<file path="src/rtl/score_event_tx.sv">
// score_event_tx: latches player/gold and player/diamond overlaps per frame,
// queues them in small saturating counters and replays them as spaced,
// never-coincident single-cycle eat pulses for the score block.
// Optional build macro: SCORE_DIAMOND_PRIORITY_EN (diamond always wins when
// both event types are pending; otherwise the types alternate round-robin).
module score_event_tx #(
    parameter int unsigned MAX_PENDING = 7,
    parameter int unsigned GAP         = 2
) (
    input  logic clk,
    input  logic reset,
    input  logic startOfFrame,
    input  logic player_dr,
    input  logic gold_dr,
    input  logic diamond_dr,
    output logic player_eat_gold,
    output logic player_eat_dimond,
    output logic gold_collision,
    output logic diamond_collision,
    output logic overflow
);

    localparam logic [2:0] MAX_CNT = 3'(MAX_PENDING);
    localparam logic [2:0] GAP_CNT = 3'(GAP);

    typedef enum logic [1:0] {
        ST_IDLE,
        ST_EMIT_G,
        ST_EMIT_D,
        ST_GAP
    } state_t;

    state_t     state, state_next;
    logic [2:0] gap_cnt, gap_cnt_next;
    logic       last_dia, last_dia_next;   // 0: gold served last, 1: diamond

    logic       gold_hit, diamond_hit;
    logic [2:0] pend_gold, pend_dia;
    logic       gold_now, diamond_now;
    logic       inc_gold, inc_dia, dec_gold, dec_dia;
    logic       any_pending, pick_dia;

    assign gold_now    = player_dr & gold_dr;
    assign diamond_now = player_dr & diamond_dr;
    assign inc_gold    = startOfFrame & gold_hit;
    assign inc_dia     = startOfFrame & diamond_hit;
    assign dec_gold    = (state_next == ST_EMIT_G);
    assign dec_dia     = (state_next == ST_EMIT_D);

    // Per-frame hit flags and the post-frame collision strobes
    always_ff @(posedge clk or posedge reset) begin
        if (reset) begin
            gold_hit          <= 1'b0;
            diamond_hit       <= 1'b0;
            gold_collision    <= 1'b0;
            diamond_collision <= 1'b0;
        end else begin
            gold_collision    <= inc_gold;
            diamond_collision <= inc_dia;
            if (startOfFrame) begin
                // a hit on the boundary cycle belongs to the frame just starting
                gold_hit    <= gold_now;
                diamond_hit <= diamond_now;
            end else begin
                gold_hit    <= gold_hit | gold_now;
                diamond_hit <= diamond_hit | diamond_now;
            end
        end
    end

    // Saturating pending-event counters and the sticky overflow flag
    always_ff @(posedge clk or posedge reset) begin
        if (reset) begin
            pend_gold <= '0;
            pend_dia  <= '0;
            overflow  <= 1'b0;
        end else begin
            if (inc_gold && !dec_gold) begin
                if (pend_gold == MAX_CNT) overflow  <= 1'b1;
                else                      pend_gold <= pend_gold + 3'd1;
            end else if (!inc_gold && dec_gold) begin
                pend_gold <= pend_gold - 3'd1;
            end

            if (inc_dia && !dec_dia) begin
                if (pend_dia == MAX_CNT) overflow <= 1'b1;
                else                     pend_dia <= pend_dia + 3'd1;
            end else if (!inc_dia && dec_dia) begin
                pend_dia <= pend_dia - 3'd1;
            end
        end
    end

    // Arbitration between pending event types
    always_comb begin
        any_pending = (pend_gold != '0) || (pend_dia != '0);
`ifdef SCORE_DIAMOND_PRIORITY_EN
        pick_dia    = (pend_dia != '0);
`else
        pick_dia    = (pend_dia != '0) && ((pend_gold == '0) || !last_dia);
`endif
    end

    // Emitter state register
    always_ff @(posedge clk or posedge reset) begin
        if (reset) begin
            state    <= ST_IDLE;
            gap_cnt  <= '0;
            last_dia <= 1'b0;
        end else begin
            state    <= state_next;
            gap_cnt  <= gap_cnt_next;
            last_dia <= last_dia_next;
        end
    end

    // Emitter next-state logic and Moore pulse outputs
    always_comb begin
        state_next        = state;
        gap_cnt_next      = gap_cnt;
        last_dia_next     = last_dia;
        player_eat_gold   = 1'b0;
        player_eat_dimond = 1'b0;
        case (state)
            ST_IDLE: begin
                if (any_pending) begin
                    state_next    = pick_dia ? ST_EMIT_D : ST_EMIT_G;
                    last_dia_next = pick_dia;
                end
            end
            ST_EMIT_G: begin
                player_eat_gold = 1'b1;
                state_next      = ST_GAP;
                gap_cnt_next    = GAP_CNT;
            end
            ST_EMIT_D: begin
                player_eat_dimond = 1'b1;
                state_next        = ST_GAP;
                gap_cnt_next      = GAP_CNT;
            end
            ST_GAP: begin
                if (gap_cnt <= 3'd1) begin
                    if (any_pending) begin
                        state_next    = pick_dia ? ST_EMIT_D : ST_EMIT_G;
                        last_dia_next = pick_dia;
                    end else begin
                        state_next = ST_IDLE;
                    end
                end else begin
                    gap_cnt_next = gap_cnt - 3'd1;
                end
            end
            default: state_next = ST_IDLE;
        endcase
    end

endmodule

</file>
<file path="config.mk">
export PLATFORM = sky130hd
export DESIGN_NAME = score_event_tx
export DESIGN_NICKNAME = d
export VERILOG_FILES = /design/src/rtl/score_event_tx.sv
export SDC_FILE = /design/constraint.sdc
export NUM_CORES = 1
export LEC_CHECK = 0
export ABC_AREA = 1
export BUFFER_PORTS_ARGS = -buffer_cell sky130_fd_sc_hd__buf_2
export CAP_MARGIN = 5
export CORE_UTILIZATION = 52
export CTS_CLUSTER_SIZE = 20
export DETAILED_ROUTE_END_ITERATION = 12
export HOLD_SLACK_MARGIN = 0.05
export PLACE_DENSITY = 0.84
export RECOVER_POWER = 100
export SLEW_MARGIN = 20
export SYNTH_ARGS = -nofsm -noshare
export SYNTH_HDL_FRONTEND = slang
export SYNTH_SLANG_ARGS = --single-unit
</file>
<file path="constraint.sdc">
create_clock -name clk -period 2.4 [get_ports clk]
set_clock_uncertainty 0.2 [all_clocks]
set_input_delay 0.24 -clock clk [delete_from_list [all_inputs] [get_ports clk]]
set_output_delay 0.24 -clock clk [all_outputs]
set_load 0.02 [all_outputs]
</file>
After elaboration in Yosys (flattened, before gate mapping):

Index checks and enable logic that the tools add are counted.

* add/subtract/negate cells: 5
* multiply operators: 0
* div/mod/pow operators: 0
* magnitude comparators: 1
* eq/ne operators: 11
* shift operators: 0
* multiplexer cells: 24
* bitwise operators: 6
* reduce and logical (&&, ||, !) cells: 25

Operators with widths (number)
* $mux 3: 7
* $mux 1: 10
* $sub 3x1->3 const B: 3
* $mux 2: 4
* $ne 2x2->1 const B: 4
* $reduce_and 2->1: 4
* $reduce_bool 2->1: 4
* $add 3x1->3 const B: 2
* $eq 2x2->1 const B: 3
* $eq 3x3->1 const B: 2
* $pmux 2 s3: 1
* $pmux 3 s2: 1
* $reduce_bool 3->1: 2
* $logic_and 1x1->1: 5
* $logic_not 1->1: 5
* $and 1x1->1: 4
* $eq 2x1->1 const B: 2
* $le 3x1->1 const B: 1
* $logic_not 3->1: 1
* $logic_not 2->1: 1
* $logic_or 1x1->1: 2
* $or 1x1->1: 2
* $pmux 1 s2: 1
* $reduce_or 2->1: 1

* register bits after elaboration: 17
* latch bits: 0
* RAM bits: 0
* ROM bits: 0
* output and inout port bits: 5
* word-level logic and storage cells: 82
* memories kept: 0

Longest topological paths before layout:

* depth in word-level cells: 13
* mapped depth: 19
* depth with buffers taken out: 19

Worst setup path before layout:

OpenSTA, ideal clock, no wires.

* kind: reg2reg
* from: reg state[0]
* to: reg pend_dia[2]
* setup time: 0.116 ns
* arrival: 2.025 ns
* data required time: 2.084 ns
* slack: 0.058 ns
* stages on the path, launching flop included: 16
* path through: dfrtp_1 > inv_1 > ha_1 > nor2_1 > nand2_2 > nor2_4 > nor2_8 > nand2_4 > nand2_2 > fa_1 > inv_1 > nand2_1 > nand2_1 > nand2_1 > nand2_1 > nand2_1

* word-level cells in the longest chain between the ends: 8

RTL lines
* start: declaration: RTL line 33 `state_t state, state_next;`
* start signal: assignment: RTL line 111 `state <= state_next;`
* $eq 2x2->1 or $eq 2x1->1 (tied branches): RTL line 124 `case (state)`
* $reduce_or 2->1 (no line)
* $pmux 2 s3 (*): RTL line 124
* named net state_next[1]: RTL line 33
* $eq 2x2->1 (*): RTL line 48 `assign dec_dia = (state_next == ST_EMIT_D);`
* $logic_not 1->1: RTL line 85 `if (inc_dia && !dec_dia) begin`
* $logic_and 1x1->1: RTL line 85
* $ne 2x2->1 (no line) or $reduce_bool 2->1 (tied branches)
* $reduce_and 2->1 (no line)
* end signal: assignment: RTL line 87 `else pend_dia <= pend_dia + 3'd1;`
* end signal: assignment: RTL line 89 `pend_dia <= pend_dia - 3'd1;`
* end: declaration: RTL line 38 `logic [2:0] pend_gold, pend_dia;`

The timed path passes the listed nets; every way through them passes the cells marked *.
A chain may end at the register's enable or synchronous reset.

Worst setup path in the final report:

* from: reg gap_cnt[1]
* to: reg pend_dia[2]

* word-level cells in the longest chain between the ends: 8

RTL lines
* start: declaration: RTL line 34 `logic [2:0] gap_cnt, gap_cnt_next;`
* start signal: assignment: RTL line 112 `gap_cnt <= gap_cnt_next;`
* $le 3x1->1 (*): RTL line 142 `if (gap_cnt <= 3'd1) begin`
* $mux 2 (*): RTL line 142
* $pmux 2 s3 (*): RTL line 124
* $eq 2x2->1 (*): RTL line 48
* $logic_not 1->1: RTL line 85
* $logic_and 1x1->1: RTL line 85
* $ne 2x2->1 (no line) or $reduce_bool 2->1 (tied branches)
* $reduce_and 2->1 (no line)

Mark *: on every way between the ends. The rest lies on a longest branch, timed or not.

==> impl_metrics.toml <==
[worst_hold_path]
hp-start = "startOfFrame"
holdCritPathClass = "input pin to flop"

[routing]
drtIter0Drc = 15
wl_um = 2520
wl_per_cell_um = 12.9
num_vias = 1009
antenna_left = 0
drcViolationCount = 0
drtPass1Iterations = 5
vias_per_cell = 5.15

[synth]
synthTopCellsByCount = "nand2_1, inv_1, dfrtp_1, nand2_2"
synth_edf_count = 0
yosys_warnings = 0
yosys.area.top_type = "dfrtp_1"
synthArstFlopShare_pct = 100
synth_flop_cell = "dfrtp_1"
ys_ff_latch = 17
syn_inst = 134
syn_area_sq_um = 1140
ys_top_cells_by_area = "dfrtp_1, nand2_1, ha_1"
avgSynthCellArea_sq_um = 8.52
synth_most_common_cell = "nand2_1"
synth_cell_type_count = 24
synth_nets = 149
seq_area_frac_synth_pct = 37.2
synth_top_area_share_pct = 37.2

[layout]
final_layout_size_suffix_gt1_share_pct = 42.0
final_cells = 196
syn2layout_area_growth_pct = 31.0
num-nets-final = 185
utilization_pct = 74.0
final_area_sq_um = 1500
n_antenna_cell = 0

[cts]
clk_pin_slew_worst_paths_ns = 0.11
ctsRootBufferMaster = "clkbuf_4"
htree_num_levels = 1
clk_path_buf_depth = 2
cts.sink_count = 17
cts_tree = "built"
clock_latency_ns = 0.30
numCtsBuffers = 3

[global_route]
first_global_vias = 968
antenna_found_initial = 0
grt_max_degree = 18
gr-usage-all-layers_pct = 22.5
grt_pass1_wl_um = 4040
grt-ovfl-total = 0

[sta]
period_share_pct = 97.5
hold_viol_final = 0
finalSetupViolations = 0
fmax_mhz = 427
rsz0062_at_grt = "yes"
max_slew.worst_pin.slew_ns = 0.679
drv_slew = 0
relSlewSlack_pct = 54.7
setup_ws_ns = 0.0598
fin_tns_setup_ns = 0
min_period_ns = 2.34

[outcome]
status = "finished, final reports clean"

[worst_setup_path]
cp-end-kind = "flop"
cp-start-kind = "flop"
startpoint = "gap_cnt[1]"
worstPathArrival_ns = 2.34
r2r-start = "gap_cnt[1]"
critical_path_class = "flop to flop"
critPathRequiredTime_ns = 2.40
crit_fanout = 3
ff2ff_setup_slack_ns = 0.06

[placed_design]
dp_cells = 178
pre_cts_ws_ns = -0.0645
portBuffers = 10
dp_hpwl_um = 1740
placed_area_sq_um = 1280
place.gp.congestion = 0.798

[power]
ir_drop_uv = 1010
p_per_area_nw_per_um2 = 1580
leakagePower_uw = 0.000774

[floorplanning]
initial_core_util_pct = 56.5
rows = 16
die_w_um = 48.9
die_area_sq_um = 2390
die_h_um = 48.9
io_pins = 11
core_sq_um = 2020

[job]
maxCapViolations = 0
[worst paths after layout]
check | to | cells after the start
worst min register to register | pend_gold[2] | 2
min in group asynchronous | diamond_hit | 3
worst min-delay path | gold_collision | 3
worst max register to register | pend_dia[2] | 19
max in group asynchronous | gap_cnt[2] | 3
worst max-delay path | pend_dia[2] | 19
[area by class of cell]
| type | instances | area (sq um) |
|---|---|---|
| clock buffers | 3 | 22.5 |
| fillers | 136 | 526 |
| inverters | 30 | 113 |
| flip-flops and latches | 17 | 425 |
| repair buffers | 31 | 225 |
| multi-input cells | 87 | 672 |
| clock inverters | 1 | 5.00 |
| well taps | 27 | 33.8 |
[critical path, stage by stage (launching register included)]
cell and delay, ns:
dfrtp_1 0.42, inv_2 0.09, ha_4 0.13, nand2_4 0.06
nand2_4 0.08, nand2_4 0.06, inv_2 0.04, nand2_1 0.04
nand2_1 0.07, nand2_2 0.07, buf_6 0.12, nand2_4 0.06
nand2_4 0.06, fa_2 0.36, inv_2 0.07, nand2_2 0.06
nand2_2 0.08, nand2_2 0.06, nand2_1 0.06, nand2_1 0.05
[kinds of logic after synthesis]
| kind of cell | count (synthesis) | share of synthesized area, % |
|---|---|---|
| AND/OR/NAND/NOR | 62 | 31.9 |
| flip-flops | 17 | 37.2 |
| buffers and inverters | 30 | 9.86 |
| XOR/XNOR | 3 | 2.30 |
| AO/OA/AOI/OAI | 13 | 7.56 |
| adder cells (fa/ha/maj) | 9 | 11.2 |
[cells in the final DEF, fill, tap and decap left out, drive strengths merged]
| cell type | n |
|---|---|
| inv | 30 |
| clkbuf | 6 |
| nand4 | 2 |
| a21oi | 1 |
| nand2 | 40 |
| xor2 | 2 |
| o22ai | 1 |
| dfrtp | 17 |
| nor3 | 2 |
| nor2 | 6 |
| nand3 | 12 |
| o221ai | 1 |
| clkinv | 1 |
| fa | 2 |
| o211ai | 2 |
| xnor2 | 1 |
| ha | 7 |
| o21ai | 8 |
| buf | 21 |
| dlygate4sd3 | 7 |
[layer usage]
| layer | vias up | share of wire [%] | global-route usage, % |
|---|---|---|---|
| met5 | - | 0 | 0 |
| met3 | 5 | 3.4 | 4.67 |
| li1 | 489 | - | - |
| met2 | 33 | 54 | 41.0 |
| met1 | 482 | 41 | 24.0 |
| met4 | 0 | 1.7 | 12.7 |
[state kept, by name, summed over array words and instances (netlist names)]
name               count
overflow               1
pend_dia               3
diamond_hit            1
gap_cnt                3
pend_gold              3
diamond_collision      1
last_dia               1
gold_collision         1
gold_hit               1
state                  2
[timing repair]
action                                  4_1_cts  5_1_grt
endpoints found under the hold margin        19        0
buffers inserted                              2        5
resized for setup                             6       16
hold buffers                                  7        0
pin swaps                                     4       10
endpoints found under the setup margin        2        4
[where the power goes]
| part | total [uW] | internal (uW) | switching, uW |
|---|---|---|---|
| clock | 157 | 62.1 | 94.7 |
| combinational | 1700 | 707 | 993 |
| sequential | 502 | 402 | 99.6 |
[stage by stage]
stage	hold WS [ns]	power, uW
CTS	0.100	2160
global route	0.126	2560
floorplan	-0.0339	1560
detailed placement	0.158	1930
global placement	0.154	1840
finish	0.101	2360
No activity file was read; power rests on OpenSTA's default activity.
